[config.mk]
export PLATFORM = sky130hd
export DESIGN_NAME = trig_sched
export DESIGN_NICKNAME = d
export VERILOG_FILES = /design/src/rtl/trig_sched.sv
export SDC_FILE = /design/constraint.sdc
export NUM_CORES = 1
export LEC_CHECK = 0
export BUFFER_PORTS_ARGS = -buffer_cell sky130_fd_sc_hd__buf_2
export CAP_MARGIN = 10
export CORE_MARGIN = 1
export CORE_UTILIZATION = 50
export CTS_BUF_LIST = sky130_fd_sc_hd__clkbuf_2 sky130_fd_sc_hd__clkbuf_4 sky130_fd_sc_hd__clkbuf_8
export DETAILED_ROUTE_END_ITERATION = 6
export PLACE_DENSITY = 0.74
export SLEW_MARGIN = 20
export SYNTH_ARGS = -nofsm -noshare
export SYNTH_HDL_FRONTEND = slang
export SYNTH_SLANG_ARGS = --single-unit
[constraint.sdc]
create_clock -name clk -period 4.8 [get_ports clk]
set_input_delay 0.48 -clock clk [delete_from_list [all_inputs] [get_ports clk]]
set_output_delay 0.48 -clock clk [all_outputs]
set_load 0.05 [all_outputs]
[src/rtl/trig_sched.sv]
// Trigger pulse scheduler: accepts a command, then emits (repeat+1) pulses of
// programmable width separated by programmable low time, with abort support.
module trig_sched #(
  parameter int B = 8,
  parameter int R = 8
) (
  input  logic         clk,
  input  logic         rst,
  input  logic         cmd_valid,
  output logic         cmd_ready,
  input  logic [B-1:0] cmd_wait,
  input  logic [B-1:0] cmd_delay,
  input  logic [B-1:0] cmd_width,
  input  logic [R-1:0] cmd_repeat,
  input  logic         stop,
  output logic         trigger,
  output logic [B-1:0] wait_reg,
  output logic         busy,
  output logic         done,
  output logic         aborted
);

  typedef enum logic [1:0] {
    IDLE  = 2'd0,
    DELAY = 2'd1,
    HIGH  = 2'd2
  } state_t;

  state_t         state_q, state_nx;
  logic [B-1:0]   cnt_q, cnt_nx;
  logic [R-1:0]   rpt_q, rpt_nx;
  logic [B-1:0]   delay_q;
  logic [B-1:0]   width_m1_q;
  logic [B-1:0]   wait_q;
  logic           done_q, done_nx;
  logic           aborted_q, aborted_nx;
  logic           accept;

  // Decrement that holds at zero; also maps a zero width onto a one-cycle pulse.
  function automatic logic [B-1:0] dec_sat(input logic [B-1:0] v);
    return (v == '0) ? '0 : v - 1'b1;
  endfunction

  function automatic logic [R-1:0] dec_sat_r(input logic [R-1:0] v);
    return (v == '0) ? '0 : v - 1'b1;
  endfunction

  assign cmd_ready = (state_q == IDLE) && !stop;
  assign accept    = cmd_valid && cmd_ready;

  always_comb begin
    state_nx   = state_q;
    cnt_nx     = cnt_q;
    rpt_nx     = rpt_q;
    done_nx    = 1'b0;
    aborted_nx = 1'b0;
    case (state_q)
      IDLE: begin
        if (accept) begin
          rpt_nx = cmd_repeat;
          if (cmd_delay == '0) begin
            state_nx = HIGH;
            cnt_nx   = dec_sat(cmd_width);
          end else begin
            state_nx = DELAY;
            cnt_nx   = dec_sat(cmd_delay);
          end
        end
      end
      DELAY: begin
        if (stop) begin
          state_nx   = IDLE;
          cnt_nx     = '0;
          rpt_nx     = '0;
          aborted_nx = 1'b1;
        end else if (cnt_q == '0) begin
          state_nx = HIGH;
          cnt_nx   = width_m1_q;
        end else begin
          cnt_nx = dec_sat(cnt_q);
        end
      end
      HIGH: begin
        // Abort takes priority even on the last high cycle of the last pulse.
        if (stop) begin
          state_nx   = IDLE;
          cnt_nx     = '0;
          rpt_nx     = '0;
          aborted_nx = 1'b1;
        end else if (cnt_q == '0) begin
          if (rpt_q != '0) begin
            state_nx = DELAY;
            cnt_nx   = delay_q;
            rpt_nx   = dec_sat_r(rpt_q);
          end else begin
            state_nx = IDLE;
            cnt_nx   = '0;
            done_nx  = 1'b1;
          end
        end else begin
          cnt_nx = dec_sat(cnt_q);
        end
      end
      default: begin
        state_nx = IDLE;
        cnt_nx   = '0;
        rpt_nx   = '0;
      end
    endcase
  end

  always_ff @(posedge clk or posedge rst) begin
    if (rst) begin
      state_q    <= IDLE;
      cnt_q      <= '0;
      rpt_q      <= '0;
      delay_q    <= '0;
      width_m1_q <= '0;
      wait_q     <= '0;
      done_q     <= 1'b0;
      aborted_q  <= 1'b0;
    end else begin
      state_q   <= state_nx;
      cnt_q     <= cnt_nx;
      rpt_q     <= rpt_nx;
      done_q    <= done_nx;
      aborted_q <= aborted_nx;
      if (accept) begin
        delay_q    <= cmd_delay;
        width_m1_q <= dec_sat(cmd_width);
        wait_q     <= cmd_wait;
      end
    end
  end

  // Outputs decode registered state only, so reset clears trigger without a clock.
  assign trigger  = (state_q == HIGH);
  assign busy     = (state_q != IDLE);
  assign wait_reg = wait_q;
  assign done     = done_q;
  assign aborted  = aborted_q;

endmodule

==> results of run 1 <==
-- routing by layer --
layer | up-vias | share of wire [%] | routed length, um
met5 | - | 0 | 0
met4 | 0 | 1.6 | 112
met3 | 15 | 7.5 | 539
met2 | 140 | 46 | 3330
met1 | 1239 | 44 | 3180
li1 | 1212 | - | -
-- cells in the mapped netlist (6+ instances only) --
master                     number  area [sq um]
sky130_fd_sc_hd__a21oi_1       18          90.1
sky130_fd_sc_hd__clkbuf_1       8          30.0
sky130_fd_sc_hd__dfrtp_1       44          1100
sky130_fd_sc_hd__ha_1          11           138
sky130_fd_sc_hd__inv_1         16          60.1
sky130_fd_sc_hd__mux2_2        15           169
sky130_fd_sc_hd__nand2_1       28           105
sky130_fd_sc_hd__nand2b_1       6          37.5
sky130_fd_sc_hd__nor2_1        17          63.8
sky130_fd_sc_hd__nor3_1         7          35.0
sky130_fd_sc_hd__nor4_1         8          50.1
sky130_fd_sc_hd__o21ai_0       16          80.1
sky130_fd_sc_hd__o31ai_1        6          45.0
-- through the flow --
stage / worst slack, ns / utilization (%) / instances / cell area [sq um]
final: 2.43 / 59.5 / 416 / 3260
after global placement: 2.46 / 57.2 / 408 / 3130
after CTS: 2.45 / 59.5 / 416 / 3260
after global routing: 2.15 / 59.5 / 416 / 3260
after floorplan: 2.19 / - / 296 / 2840
after detailed placement: 2.45 / 57.2 / 408 / 3130
-- layout by cell type (no fill, tap or decap), types with 3 or more instances in the layout --
| master | count |
|---|---|
| sky130_fd_sc_hd__nor4_1 | 8 |
| sky130_fd_sc_hd__buf_2 | 48 |
| sky130_fd_sc_hd__clkbuf_8 | 7 |
| sky130_fd_sc_hd__mux2_2 | 15 |
| sky130_fd_sc_hd__dfrtp_1 | 44 |
| sky130_fd_sc_hd__nand2_1 | 28 |
| sky130_fd_sc_hd__nand2b_1 | 6 |
| sky130_fd_sc_hd__buf_4 | 3 |
| sky130_fd_sc_hd__a31oi_1 | 5 |
| sky130_fd_sc_hd__o31ai_1 | 6 |
| sky130_fd_sc_hd__inv_1 | 15 |
| sky130_fd_sc_hd__a22oi_1 | 3 |
| sky130_fd_sc_hd__nor3_1 | 7 |
| sky130_fd_sc_hd__o21ai_0 | 16 |
| sky130_fd_sc_hd__a211oi_1 | 3 |
| sky130_fd_sc_hd__a32oi_1 | 3 |
| sky130_fd_sc_hd__a32o_1 | 3 |
| sky130_fd_sc_hd__xnor2_1 | 4 |
| sky130_fd_sc_hd__nand4_1 | 3 |
| sky130_fd_sc_hd__nor2_1 | 17 |
| sky130_fd_sc_hd__nand3_1 | 4 |
| sky130_fd_sc_hd__o22ai_1 | 3 |
| sky130_fd_sc_hd__o211ai_1 | 5 |
| sky130_fd_sc_hd__mux2i_1 | 3 |
| sky130_fd_sc_hd__a21oi_1 | 18 |
| sky130_fd_sc_hd__and2_1 | 3 |
| sky130_fd_sc_hd__ha_1 | 11 |
-- worst max-delay path: stages, from the launching register on --
cell and delay [ns]:
sky130_fd_sc_hd__dfrtp_1 0.41, sky130_fd_sc_hd__inv_1 0.10, sky130_fd_sc_hd__ha_1 0.55, sky130_fd_sc_hd__nand3b_1 0.13, sky130_fd_sc_hd__buf_4 0.27, sky130_fd_sc_hd__nor2_1 0.43
sky130_fd_sc_hd__o211ai_1 0.16, sky130_fd_sc_hd__a21oi_1 0.14, sky130_fd_sc_hd__or3_1 0.11
-- area by class of cell --
class,instances,area (sq um)
repair buffers,51,263
clock inverters,1,30.0
clock buffers,7,96.3
inverters,16,60.1
well taps,72,90.1
fillers,493,2210
multi-input cells,225,1620
flip-flops and latches,44,1100
-- report_power, final --
part           total [mW]  leakage [nW]  switching (mW)  internal, mW
Sequential          0.679         0.547           0.143         0.536
Clock               0.318        0.0645           0.134         0.184
Combinational        1.06         0.828           0.683         0.380
Total                2.06          1.44           0.960          1.10
-- cells by family (layout without fill, tap and decap cells) --
logic type	after synthesis	in the layout	share of synthesized area [%]
adder cells (fa/ha/maj)	11	11	4.85
AO/OA/AOI/OAI	94	94	24.3
XOR/XNOR	6	6	1.85
AND/OR/NAND/NOR	96	96	19.0
multiplexers	18	18	7.02
flip-flops	44	44	38.8
buffers and inverters	27	75	4.10
-- final timing paths --
kind / startpoint / to / slack, ns / cells past startpoint
min: rst / rpt_q[0]$_DFFE_PP0P_ / 0.30 / 3
min reg2reg: width_m1_q[0]$_DFFE_PP0P_ / width_m1_q[0]$_DFFE_PP0P_ / 0.49 / 2
max reg2reg: state_q[0]$_DFFE_PP0P_ / cnt_q[7]$_DFFE_PP0P_ / 2.43 / 8
min in group clk: cmd_wait[0] / wait_reg[0]$_DFFE_PP0P_ / 0.40 / 2
max in group asynchronous: rst / width_m1_q[1]$_DFFE_PP0P_ / 4.10 / 3
max: state_q[0]$_DFFE_PP0P_ / cnt_q[7]$_DFFE_PP0P_ / 2.43 / 8
==> impl_summary.txt, run 1 <==
----------------------------------------------------
[Run status]
  Outcome ... finished clean

[Power]
  Pleak ... 1.44 nW
  Largest voltage drop on the vdd net ... around 0.00039 V
  Power density normalized to cell area ... 632 mW/mm^2
  Power Total ... 2.06 mW

[Place]
  I/O Buffers ... 48
  Half-perimeter wire length after placement ... 5.14 mm
  Final weighted congestion of routability-driven global placement ... between 0.9 and 1

[Logic synthesis]
  Mapped Area ... around 0.0028 sq mm
  Nets in the synthesized netlist ... 343
  Average cell area after synthesis ... 9.58 sq um
  Count of synthesis-stage warnings from yosys ... 0
  Cells after Synth ... 296
  Post-synth EDFFs ... 0
  Count of distinct cell types in the synthesized netlist ... 64
  Proportion of synthesized chip area in sequential cells ... 38.8%
  Synth async-reset ratio ... 100%
  Flop and latch count out of synthesis ... 44
  Most used flip-flop cell after synthesis ... sky130_fd_sc_hd__dfrtp_1

[CTS]
  Number of clock buffers inserted by TritonCTS ... 5
  Count of buffers added by post-CTS timing repair for setup ... 0
  Post-cts sizing count ... 0
  H-Tree Depth ... 2
  Post-CTS Hold Fix Bufs ... 0
  Clock Sinks ... 44
  Clock insertion delay at the later pin of the skew report ... a little over 0.3 ns
  Buffer cell driving the clock tree root ... sky130_fd_sc_hd__clkbuf_8
  Clock-pin slew of the registers on the worst-case setup and hold paths ... 0.09 ns
  Buffer levels on the longest clock path ... 2
  TritonCTS clock tree ... yes

[Layout]
  Diodes inserted ... 0
  Fraction of layout cells with a size suffix above 1 ... 26.2%
  Post-synthesis to final-layout area growth ... 14.9%
  Number of nets at the end of the flow ... 390

[Floorplanning]
  X dimension of the die ... 77.3 um
  Area of the core region ... 0.00547 sq mm
  Full die area ... 0.00598 sq mm
  Die height ... 77.3 um
  Site Rows ... 27
  Initial standard-cell utilization of the core ... around 52%
  Top Ports ... 49

[STA]
  Achievable Freq ... 422 MHz
  Tightest slew margin relative to the limit ... 42.9%
  Clock period minus final worst setup slack ... 2.37 ns
  Setup repair after global routing missed its margin ... false
  Clock Skews ... 0.0147 ns
  Slew at the pin closest to its max-slew limit ... 0.854 ns
  Summed negative setup slack over all endpoints ... 0 ns
  Worst slack on hold paths ... roughly 0.30 ns
  Final Cycle Share ... 49.3%
  Final hold violations ... 0
  Fin. max-slew vios ... 0
  Setup violators final ... 0

[Global routing]
  Largest net degree at the start of global routing ... 45
  Total Routing Usage GR ... 25.4%
  Antenna violations before repair ... 0
  Via count of the first global-routing pass ... 2,436
  First-pass GRT wire length ... between 10 and 15 mm
  Global Route met1 Usage ... 36.3%
  Remaining Overflow, GRT ... 0
  Met2 routing resource usage after global routing ... between 30% and 40%
  Met3 GRT Util ... under 10%
  Most used routing layer ... met2

[Route]
  Total number of vias ... around 2,600
  Length of the first detailed-routing pass in iterations ... 5
  WL per Instance ... 17.2 um
  Mean number of vias per cell ... 6.26
  Final ANT Viol Nets ... 0
  Count of unresolved DRC violations after routing ... 0
  DRC violation total after the first TritonRoute iteration ... 257
  Post-Route WL ... just over 7 mm

[Run]
  Number of max-capacitance violations reported ... 0

[Hold path]
  Kind of path behind the tightest hold check ... in -> async

[Worst setup path]
  Required time of the critical path ... just over 5 ns
  Endpoint class of the critical path ... flip-flop
  Critical Path Start Type ... flip-flop
  Maximum fanout along the worst path ... 34
  Worst EP arrival ... 2.62 ns
  Worst Path Class, Setup ... reg -> reg

----------------------------------------------------
(Power assumes the default switching activity.)
==> run 2, diff against run 1 <==
clock period = 2.2 ns   (was 4.8 ns; I/O delays follow)
==> run 2 against run 1 <==
Wire length is 2.2% lower. Maximum frequency up 14%. Sequential share of layout area fell by 1.0 points. Utilization is 1.9 points higher. Worst setup slack got worse by 2.3 ns. Non-clock buffer count is 15 higher. Clock-buffer cell count down 1. Register-to-register slack lost 2.3 ns. Total power grew 120%. Combinational power up 130%. Sequential cell count unchanged. Worst hold slack lost 0.26 ns. Critical path type unchanged. Largest cell class unchanged.
==> impl_summary.txt, run 2 (same netlist as run 1, synthesis figures left out) <==
----------------------------------------------------
[Run status]
  Outcome ... finished clean (unchanged)

[STA]
  Setup violators final ... 0 (unchanged)
  Tightest slew margin relative to the limit ... 60.2% (was 42.9%)
  Final Cycle Share ... 94.9% (was 49.3%)
  Setup repair after global routing missed its margin ... false (unchanged)
  Fin. max-slew vios ... 0 (unchanged)
  Achievable Freq ... 479 MHz (was 422 MHz)
  Clock period minus final worst setup slack ... 2.09 ns (was 2.37 ns)
  Slew at the pin closest to its max-slew limit ... 0.595 ns (was 0.854 ns)
  Final hold violations ... 0 (unchanged)
  Summed negative setup slack over all endpoints ... 0 ns (unchanged)
  Clock Skews ... 0.00749 ns (was 0.0147 ns)

[Worst setup path]
  Maximum fanout along the worst path ... 8 (was 34)
  Worst-path cell with the longest stage delay ... sky130_fd_sc_hd__or3b_2 (was sky130_fd_sc_hd__ha_1)
  Buf/Inv on CP ... 1 (was 2)
  Worst R2R Path Depth ... 7 (was 8)
  Worst EP arrival ... 2.28 ns (was 2.62 ns)
  Required time of the critical path ... 2.40 ns (was 5.05 ns)
  R2r setup slk ... 0.11 ns (was 2.43 ns)
  Worst Path Class, Setup ... reg -> reg (unchanged)
  Reg2reg end ... rpt_q[7]$_DFFE_PP0P_ (was cnt_q[7]$_DFFE_PP0P_)
  CP endpoint ... rpt_q[7]$_DFFE_PP0P_ (was cnt_q[7]$_DFFE_PP0P_)
  Endpoint class of the critical path ... flip-flop (unchanged)
  Worst path cell trace ... inv_1, ha_1, or3b_2, o211ai_4, a211o_4, a21oi_1, a31o_2 (was inv_1, ha_1, nand3b_1, buf_4, nor2_1, o211ai_1, a21oi_1, or3_1)
  FF-to-FF Start ... rpt_q[0]$_DFFE_PP0P_ (was state_q[0]$_DFFE_PP0P_)
  Critical Path Start Type ... flip-flop (unchanged)
  Worst stage delay on the critical path ... 0.51 ns (was 0.55 ns)
  Stages on the worst setup path ... 7 (was 8)
  Dominant delay contributor by cell family on the critical path ... compound AO/OA/AOI/OAI gates (was simple AND/OR/NAND/NOR gates)
  Critical Path Start ... rpt_q[0]$_DFFE_PP0P_ (was state_q[0]$_DFFE_PP0P_)

[CTS]
  Clock Sinks ... 44 (unchanged)
  Clock-pin slew of the registers on the worst-case setup and hold paths ... 0.08 ns (was 0.09 ns)
  Buffer cell driving the clock tree root ... sky130_fd_sc_hd__clkbuf_8 (unchanged)
  TritonCTS clock tree ... yes (unchanged)
  Post-CTS Hold Fix Bufs ... 0 (unchanged)
  Post-cts sizing count ... 0 (unchanged)
  Buffer levels on the longest clock path ... 2 (unchanged)
  Clock insertion delay at the later pin of the skew report ... 0.30 ns (was 0.31 ns)
  Count of buffers added by post-CTS timing repair for setup ... 0 (unchanged)
  H-Tree Depth ... 2 (unchanged)
  Number of clock buffers inserted by TritonCTS ... 5 (unchanged)

[Floorplanning]
  Area of the core region ... 0.00547 sq mm (unchanged)
  Site Rows ... 27 (unchanged)
  Full die area ... 0.00598 sq mm (unchanged)
  Die height ... 77.3 um (unchanged)
  Initial standard-cell utilization of the core ... 51.8% (unchanged)
  X dimension of the die ... 77.3 um (unchanged)
  Top Ports ... 49 (unchanged)

[Layout]
  Fraction of layout cells with a size suffix above 1 ... 29.8% (was 26.2%)
  Number of nets at the end of the flow ... 405 (was 390)
  Most common library cell in the layout ignoring fill and taps ... sky130_fd_sc_hd__buf_2 (unchanged)
  Commonest cells after routing, fill and taps aside ... sky130_fd_sc_hd__buf_2, sky130_fd_sc_hd__dfrtp_1, sky130_fd_sc_hd__nand2_1 (unchanged)
  Diodes inserted ... 0 (unchanged)
  Post-synthesis to final-layout area growth ... 18.5% (was 14.9%)
  Sequential standard cell area ... 0.00110 sq mm (unchanged)
  Design Area, Final ... 0.00336 sq mm (was 0.00326 sq mm)
  Number of filler cells placed in the layout ... 495 (was 493)
  Multi-input gate area ... 0.00162 sq mm (about the same)

[Place]
  I/O Buffers ... 48 (unchanged)
  Final weighted congestion of routability-driven global placement ... 0.932 (was 0.911)
  Half-perimeter wire length after placement ... 5.23 mm (was 5.14 mm)
  Post-detailed-placement cell area ... 0.00325 sq mm (was 0.00313 sq mm)

[Power]
  Combinational share of power ... 54.4% (was 51.6%)
  Power share of the sequential group ... 31.7% (was 33.0%)
  Cell internal pwr ... 2.48 mW (was 1.10 mW)
  Power density normalized to cell area ... 1360 mW/mm^2 (was 632 mW/mm^2)
  Largest voltage drop on the vdd net ... 0.00106 V (was 0.000394 V)
  Share of total power in the clock network ... 13.9% (was 15.4%)
  Switch Pwr ... 2.08 mW (was 0.960 mW)
  Pleak ... 1.51 nW (was 1.44 nW)
  Net switching fraction of the power ... 45.6% (was 46.6%)

[Run]
  Number of max-capacitance violations reported ... 0 (unchanged)

[Global routing]
  Total Routing Usage GR ... 24.5% (was 25.4%)
  Antenna violations before repair ... 0 (unchanged)
  First-pass GRT wire length ... 11.6 mm (was 11.9 mm)
  Via count of the first global-routing pass ... 2,422 (was 2,436)
  Largest net degree at the start of global routing ... 45 (unchanged)
  Remaining Overflow, GRT ... 0 (unchanged)

[Route]
  Post-Route WL ... 7.00 mm (was 7.16 mm)
  Final ANT Viol Nets ... 0 (unchanged)
  Mean number of vias per cell ... 5.98 (was 6.26)
  Count of unresolved DRC violations after routing ... 0 (unchanged)
  Total number of vias ... 2,576 (was 2,606)
  Length of the first detailed-routing pass in iterations ... 5 (unchanged)
  WL per Instance ... 16.3 um (was 17.2 um)
  DRC violation total after the first TritonRoute iteration ... 279 (was 257)

[Hold path]
  Kind of path behind the tightest hold check ... in -> async (unchanged)

----------------------------------------------------
==> run 2: cell types whose count changed in the layout (fill, tap and decap cells not counted) <==
| cell | previous run | this run |
|---|---|---|
| sky130_fd_sc_hd__ha_2 | 0 | 1 |
| sky130_fd_sc_hd__clkbuf_8 | 7 | 5 |
| sky130_fd_sc_hd__buf_4 | 3 | 18 |
| sky130_fd_sc_hd__nor2_2 | 0 | 1 |
| sky130_fd_sc_hd__clkinv_2 | 0 | 1 |
| sky130_fd_sc_hd__ha_1 | 11 | 10 |
| sky130_fd_sc_hd__nor2_1 | 17 | 16 |
| sky130_fd_sc_hd__clkbuf_4 | 0 | 1 |
==> run 2: worst min path at each step <==
stage / endpoint / slack [ns] / from / depth (start not counted)
after floorplan: width_m1_q[0]$_DFFE_PP0P_ / 0.32 / cmd_width[0] / 1
after global placement: wait_reg[5]$_DFFE_PP0P_ / 0.39 / rst / 3
after detailed placement: aborted$_DFF_PP0_ / 0.39 / rst / 3
after CTS: aborted$_DFF_PP0_ / 0.06 / rst / 3
after global routing: wait_reg[5]$_DFFE_PP0P_ / 0.12 / rst / 3
final: wait_reg[7]$_DFFE_PP0P_ / 0.04 / rst / 3
==> run 2: layout make-up <==
type	count	share of cell area, %
clock buffers	6	2.27
clock inverters	2	1.04
inverters	16	1.79
multi-input cells	225	48.3
flip-flops and latches	44	32.8
well taps	72	2.68
repair buffers	66	11.2
==> run 2: power groups by stage <==
stage | Clock, mW | Combinational [mW] | Sequential (mW)
4_1_cts | 0.645 | 2.47 | 1.45
3_5_place_dp | 0 | 2.45 | 1.46
2_1_floorplan | 0 | 1.53 | 1.69
5_1_grt | 0.672 | 2.71 | 1.50
6_report | 0.632 | 2.48 | 1.45
3_3_place_gp | 0 | 2.41 | 1.45
==> run 2: tightest hold or removal path: stages <==
cell and delay (ns):
sky130_fd_sc_hd__buf_2 0.10, sky130_fd_sc_hd__clkinv_1 0.03, sky130_fd_sc_hd__buf_4 0.46
==> run 2: metrics by stage <==
stage / power (mW) / std cells / utilization, % / worst slack [ns] / hold WS, ns
CTS: 4.56 / 431 / 61.4 / 0.133 / 0.0617
detailed placement: 3.92 / 423 / 59.4 / 0.144 / 0.392
finish: 4.56 / 431 / 61.4 / 0.113 / 0.0376
floorplan: 3.22 / 296 / - / 0.0704 / 0.321
global route: 4.87 / 431 / 61.4 / 0.0225 / 0.119
global placement: 3.86 / 423 / 59.4 / 0.203 / 0.387
==> run 2: per-layer routing <==
layer	track usage, %	vias to the layer above	share of wire (%)
met5	0	-	0
met4	8.30	0	2.1
met3	3.33	18	6.0
met2	36.5	125	44
met1	36.4	1201	48
li1	-	1232	-
